## src/rtl/fetch_pkg.sv

```systemverilog
// Types and constants shared by the fetch path: responder state encoding,
// instruction word width, wait counter width and the decode bubble encoding.
package fetch_pkg;

  localparam int unsigned WORD_W = 16;
  localparam int unsigned CNT_W  = 4;

  localparam logic [WORD_W-1:0] NOP_INSTR = 16'h0000;

  typedef enum logic [1:0] {
    IDLE = 2'd0,
    WAIT = 2'd1,
    RESP = 2'd2
  } fetch_state_e;

endpackage

```

## src/rtl/imem_array.sv

```systemverilog
// Word-addressed instruction storage: synchronous write, combinational read,
// no reset so preloaded contents survive a core reset.
module imem_array
  import fetch_pkg::*;
#(
  parameter int unsigned ADDR_W = 8
) (
  input  logic              clk,
  input  logic              we_i,
  input  logic [ADDR_W-1:0] waddr_i,
  input  logic [WORD_W-1:0] wdata_i,
  input  logic [ADDR_W-1:0] raddr_i,
  output logic [WORD_W-1:0] rdata_o
);

  localparam int unsigned DEPTH = 2 ** ADDR_W;

  logic [WORD_W-1:0] mem_q [DEPTH];

  always_ff @(posedge clk) begin
    if (we_i) begin
      mem_q[waddr_i] <= wdata_i;
    end
  end

  // A read racing a write on the same edge sees the old word.
  assign rdata_o = mem_q[raddr_i];

endmodule

```

## src/rtl/imem_responder.sv

```systemverilog
// Fetch-side instruction memory responder: valid/ready request channel,
// LATENCY-cycle access, held response under decode stall, redirect flush.
module imem_responder
  import fetch_pkg::*;
#(
  parameter int unsigned ADDR_W  = 8,
  parameter int unsigned LATENCY = 2
) (
  input  logic              clk,
  input  logic              rst,
  input  logic              req_valid,
  input  logic [WORD_W-1:0] req_addr,
  output logic              req_ready,
  output logic              resp_valid,
  input  logic              resp_ready,
  output logic [WORD_W-1:0] resp_instr,
  output logic [WORD_W-1:0] resp_pc,
  input  logic              flush,
  input  logic              load_en,
  input  logic [WORD_W-1:0] load_addr,
  input  logic [WORD_W-1:0] load_data
);

  if (LATENCY == 0 || LATENCY > 15) begin : g_bad_latency
    $error("imem_responder: LATENCY must lie in 1..15");
  end

  localparam bit               SINGLE   = (LATENCY == 1);
  localparam logic [CNT_W-1:0] CNT_LOAD = CNT_W'(LATENCY - 2);

  fetch_state_e      state_q, state_d;
  logic [CNT_W-1:0]  cnt_q, cnt_d;
  logic [WORD_W-1:0] pc_q, pc_d;
  logic [WORD_W-1:0] instr_q, instr_d;
  logic [WORD_W-1:0] rpc_q, rpc_d;
  logic              valid_q, valid_d;

  logic              accept_c;
  logic [ADDR_W-1:0] raddr_c;
  logic [WORD_W-1:0] rdata_c;
  logic              unused_load_hi;

  assign unused_load_hi = ^load_addr[WORD_W-1:ADDR_W];

  // Flush forces ready so a redirected PC is taken in the flush cycle.
  assign req_ready = !rst && (flush || state_q == IDLE || (state_q == RESP && resp_ready));
  assign accept_c  = req_valid && req_ready;
  assign raddr_c   = (SINGLE && accept_c) ? req_addr[ADDR_W-1:0] : pc_q[ADDR_W-1:0];

  imem_array #(.ADDR_W(ADDR_W)) u_array (
    .clk     (clk),
    .we_i    (load_en),
    .waddr_i (load_addr[ADDR_W-1:0]),
    .wdata_i (load_data),
    .raddr_i (raddr_c),
    .rdata_o (rdata_c)
  );

  // Next-state: accept (incl. redirect) > flush > normal progress.
  always_comb begin
    state_d = state_q;
    cnt_d   = cnt_q;
    pc_d    = pc_q;
    instr_d = instr_q;
    rpc_d   = rpc_q;
    valid_d = valid_q;

    if (accept_c) begin
      pc_d = req_addr;
      if (SINGLE) begin
        instr_d = rdata_c;
        rpc_d   = req_addr;
        valid_d = 1'b1;
        state_d = RESP;
      end else begin
        cnt_d   = CNT_LOAD;
        valid_d = 1'b0;
        state_d = WAIT;
      end
    end else if (flush) begin
      valid_d = 1'b0;
      state_d = IDLE;
    end else begin
      case (state_q)
        WAIT: begin
          if (cnt_q == '0) begin
            instr_d = rdata_c;
            rpc_d   = pc_q;
            valid_d = 1'b1;
            state_d = RESP;
          end else begin
            cnt_d = cnt_q - CNT_W'(1);
          end
        end
        RESP: begin
          if (resp_ready) begin
            valid_d = 1'b0;
            state_d = IDLE;
          end
        end
        default: ;
      endcase
    end
  end

  always_ff @(posedge clk) begin
    if (rst) begin
      state_q <= IDLE;
      cnt_q   <= '0;
      pc_q    <= '0;
      instr_q <= NOP_INSTR;
      rpc_q   <= '0;
      valid_q <= 1'b0;
    end else begin
      state_q <= state_d;
      cnt_q   <= cnt_d;
      pc_q    <= pc_d;
      instr_q <= instr_d;
      rpc_q   <= rpc_d;
      valid_q <= valid_d;
    end
  end

  assign resp_valid = valid_q;
  assign resp_instr = instr_q;
  assign resp_pc    = rpc_q;

endmodule

```

## config.mk

```make
export PLATFORM = sky130hd
export DESIGN_NAME = imem_responder
export DESIGN_NICKNAME = d
export VERILOG_FILES = /design/src/rtl/fetch_pkg.sv /design/src/rtl/imem_array.sv /design/src/rtl/imem_responder.sv
export SDC_FILE = /design/constraint.sdc
export NUM_CORES = 2
export LEC_CHECK = 0
export CAP_MARGIN = 10
export CORE_AREA = 2 2 805 807
export CTS_BUF_LIST = sky130_fd_sc_hd__clkbuf_2
export CTS_CLUSTER_DIAMETER = 40
export DETAILED_ROUTE_END_ITERATION = 8
export DIE_AREA = 0 0 807 809
export PLACE_DENSITY = 0.41
export RECOVER_POWER = 50
export SLEW_MARGIN = 20
export SYNTH_ARGS = -nofsm -noshare
export SYNTH_HDL_FRONTEND = slang
export SYNTH_SLANG_ARGS = --single-unit
```

## constraint.sdc

```tcl
create_clock -name clk -period 2.9 [get_ports clk]
set_input_delay 0.58 -clock clk [delete_from_list [all_inputs] [get_ports clk]]
set_output_delay 0.58 -clock clk [all_outputs]
set_load 0.005 [all_outputs]
```

==> flow_metrics.py <==
metrics = {
    "min_path": {
        "min_path_cells": 3,
        "hp-start": "resp_ready",
        "hold_path.class": "primary input to flip-flop",
        "min_to": "state_q[0]",
    },
    "setup_path": {
        "max_stage_delay_ns": 0.36,
        "r2r-end": "resp_instr[12]",
        "worstPathArrival_ns": 3.48,
        "r2r.worst_path.cells": 15,
        "cp_slowest_cell": "dfxtp_2",
        "end_kind": "output port",
        "r2r_slack_ns": -0.73,
        "start_kind": "flip-flop",
        "crit_path_cell_trace": "inv_2, ha_4, a211o_1, and2_4, buf_6",
        "crit_start": "state_q[0]",
        "path_class": "flip-flop to output port",
        "path_max_fanout": 2,
        "crit_required_ns": 2.32,
        "r2r-start": "state_q[0]",
    },
    "floorplanning": {
        "fp-row-count": 295,
        "die_h_um": 809,
        "ioPinCount": 88,
        "core_area_mm2": 0.6441,
        "start_util": 0.2494,
        "die_area_mm2": 0.6529,
        "die-width_um": 807,
    },
    "sta": {
        "fmax_mhz": 246.4,
        "grt_setup_unrepaired": "true",
        "drv_slew": 1176,
        "skew_ns": 0.3534,
        "max_slew_margin": -0.9702,
        "setup_viol": 2382,
        "period_needed_ns": 4.058,
        "hold_viol_final": 3,
        "fin_crit_sh": 1.399,
        "setup_slack_ns": -1.158,
        "whs_ns": -0.9955,
        "tightest_slew_ns": 2.955,
    },
    "yosys": {
        "synth_flop_cell": "edfxtp_1",
        "syn_nets": 7671,
        "synth_most_common_cell": "edfxtp_1",
        "synth_area_leaders": "edfxtp_1 77%, mux4_2 11%, mux2i_1 3.7%",
        "synth_edf_count": 4096,
        "syn_area_mm2": 0.1606,
        "async_reset_ff_frac": 0,
        "syn_avg_cell_area_um2": 21.10,
        "netlist.area_leader.share": 0.7658,
        "yosys.area.top_type": "edfxtp_1",
        "yosys_warnings": 0,
        "syn_inst": 7613,
        "ys_ff_latch": 4150,
        "ys_seq_area_frac": 0.7725,
        "synth.cells.most_frequent": "4096 x edfxtp_1, 817 x mux4_2, 587 x mux2i_1",
        "ys_types": 61,
    },
    "global_routing": {
        "grt_pass1_wl_um": 730100,
        "grt_use_total": 0.1594,
        "grt_overflow": 0,
        "antenna_found_initial": 42,
        "grt_pass1_vias": 92660,
        "grt_max_degree": 122,
    },
    "cells_and_area": {
        "drive_gt1_frac": 0.4123,
        "postLayoutCellArea_mm2": 0.1990,
        "nNetsFinal": 10040,
        "syn2layout_area_growth_pct": 23.89,
    },
    "clock_tree": {
        "cts_made_buffers": 1180,
        "cts_root_buffer": "clkbuf_2",
        "cts_buffer_depth": 5,
        "tritoncts": "yes",
        "cts.clk_slew.worst_paths_ns": 0.10,
        "clk-insertion-delay-late_ns": 2.45,
        "htree_levels": 7,
        "clkSinkCount": 4150,
    },
    "run": {
        "maxCapViolCount": 32,
    },
    "pwr": {
        "powerDensity_mw_per_mm2": 595.2,
        "ir_drop_mv": 0.4040,
        "p_leak_uw": 0.06307,
    },
    "outcome": {
        "outcome": "complete, but fails checks",
        "violations": "negative hold slack, max-capacitance violations, max-slew violations, negative setup slack",
    },
    "drt": {
        "first_iter_violations": 8129,
        "wirelength_um": 531700,
        "remaining_drc_errors": 0,
        "detail_route.wl_per_cell_um": 27.45,
        "ant_nets": 0,
        "drt_pass1_iterations": 5,
        "dr_total_vias": 89010,
        "via_per_inst": 4.596,
    },
    "placed_design": {
        "dpl_cell_area_mm2": 0.1845,
        "portBuffers": 79,
        "post-place-ws_ns": -1.282,
        "dpl.hpwl_um": 327500,
        "gp_congestion": 0.8223,
    },
}
## worst max-delay path by stage
stage / slack [ns] / endpoint / depth (start not counted)
CTS: -1.50 / req_ready / 5
detailed placement: -1.28 / resp_instr[12] / 8
global placement: -1.25 / resp_instr[12] / 8
floorplan: 0.15 / u_array.mem_q[237][0] / 6
finish: -1.16 / req_ready / 5
global route: -1.43 / req_ready / 5
## cells in the final DEF, fill, tap and decap left out, drive strengths merged, types with 4 or more instances in the layout
cell / n
nor2: 333
mux4: 824
o211ai: 5
dlygate4sd3: 162
diode: 48
mux2i: 587
and3: 8
a211oi: 63
clkbuf: 1867
clkinv: 190
clkdlybuf4s50: 25
a211o: 8
dlymetal6s4s: 5
nor3: 117
o21ai: 148
buf: 1288
nand4: 24
mux2: 28
o22ai: 144
a22oi: 13
nand2: 121
a2111oi: 6
dfxtp: 54
bufinv: 8
nand3: 53
o31ai: 24
a21oi: 148
edfxtp: 4096
o221ai: 235
ha: 4
or2: 5
nor2b: 27
o211a: 8
inv: 23
nor4: 17
## registers in the layout, summed over array words and instances (netlist names)
name           cells
u_array.mem_q   4096
pc_q              16
resp_instr        16
resp_pc           16
cnt_q              4
state_q            2
## area by class of cell
cell class | instances | area (um2)
antenna | 48 | 120.1
clock buffer | 1691 | 8463
clock inverter | 213 | 1049
fill | 63150 | 445100
inverter | 9 | 41.29
multi-input combinational | 2983 | 35920
sequential | 4150 | 124200
tap | 8613 | 10780
timing repair buffer | 1660 | 18430
## power by group
part	switching, uW	internal (uW)
Sequential	131	66000
Clock	24400	16100
Combinational	6880	5050
## critical path: cells and delay by family, from the launching register on
family                   cells  cell delay, ns
AO/OA/AOI/OAI                1            0.28
adder cells (fa/ha/maj)      1            0.16
buffers and inverters        2            0.17
flip-flops                   1            0.36
AND/OR/NAND/NOR              1            0.16
## cell families after synthesis
logic type,share of synthesized area
adders and majority gates,0.0003116
muxes,0.1543
xor gates and xnor gates,0.0001636
AOI/OAI and AO/OA,0.03447
and+or+nand+nor,0.01987
buffers and inverters,0.01839
DFF,0.7725
## stage by stage
stage	setup TNS [ns]	util	instances	total power, uW
after detailed placement	-20.00	0.2865	17060	78260
final	-391.75	0.3089	19370	118400
after global routing	-257.46	0.3089	19350	123700
after floorplan	0	-	7613	72270
after CTS	-42.43	0.3093	19230	120100
after global placement	-19.00	0.2865	17060	78170
## layer usage
layer / global-route usage / part of all wire
met1: 0.2177 / 0.44
met2: 0.2562 / 0.48
met3: 0.03143 / 0.057
met5: 0 / 0.000051
met4: 0.04871 / 0.022
## repair_timing
item | in CTS | in global routing
endpoints found under the setup margin | 50 | 77
gates cloned | 16 | 9
hold buffers | 167 | 15
resized for setup | 646 | 204
setup buffers | 108 | 89
pin swaps | 126 | 106
endpoints found under the hold margin | 8246 | 420
Note: power is estimated with default switching activity, not from simulation.
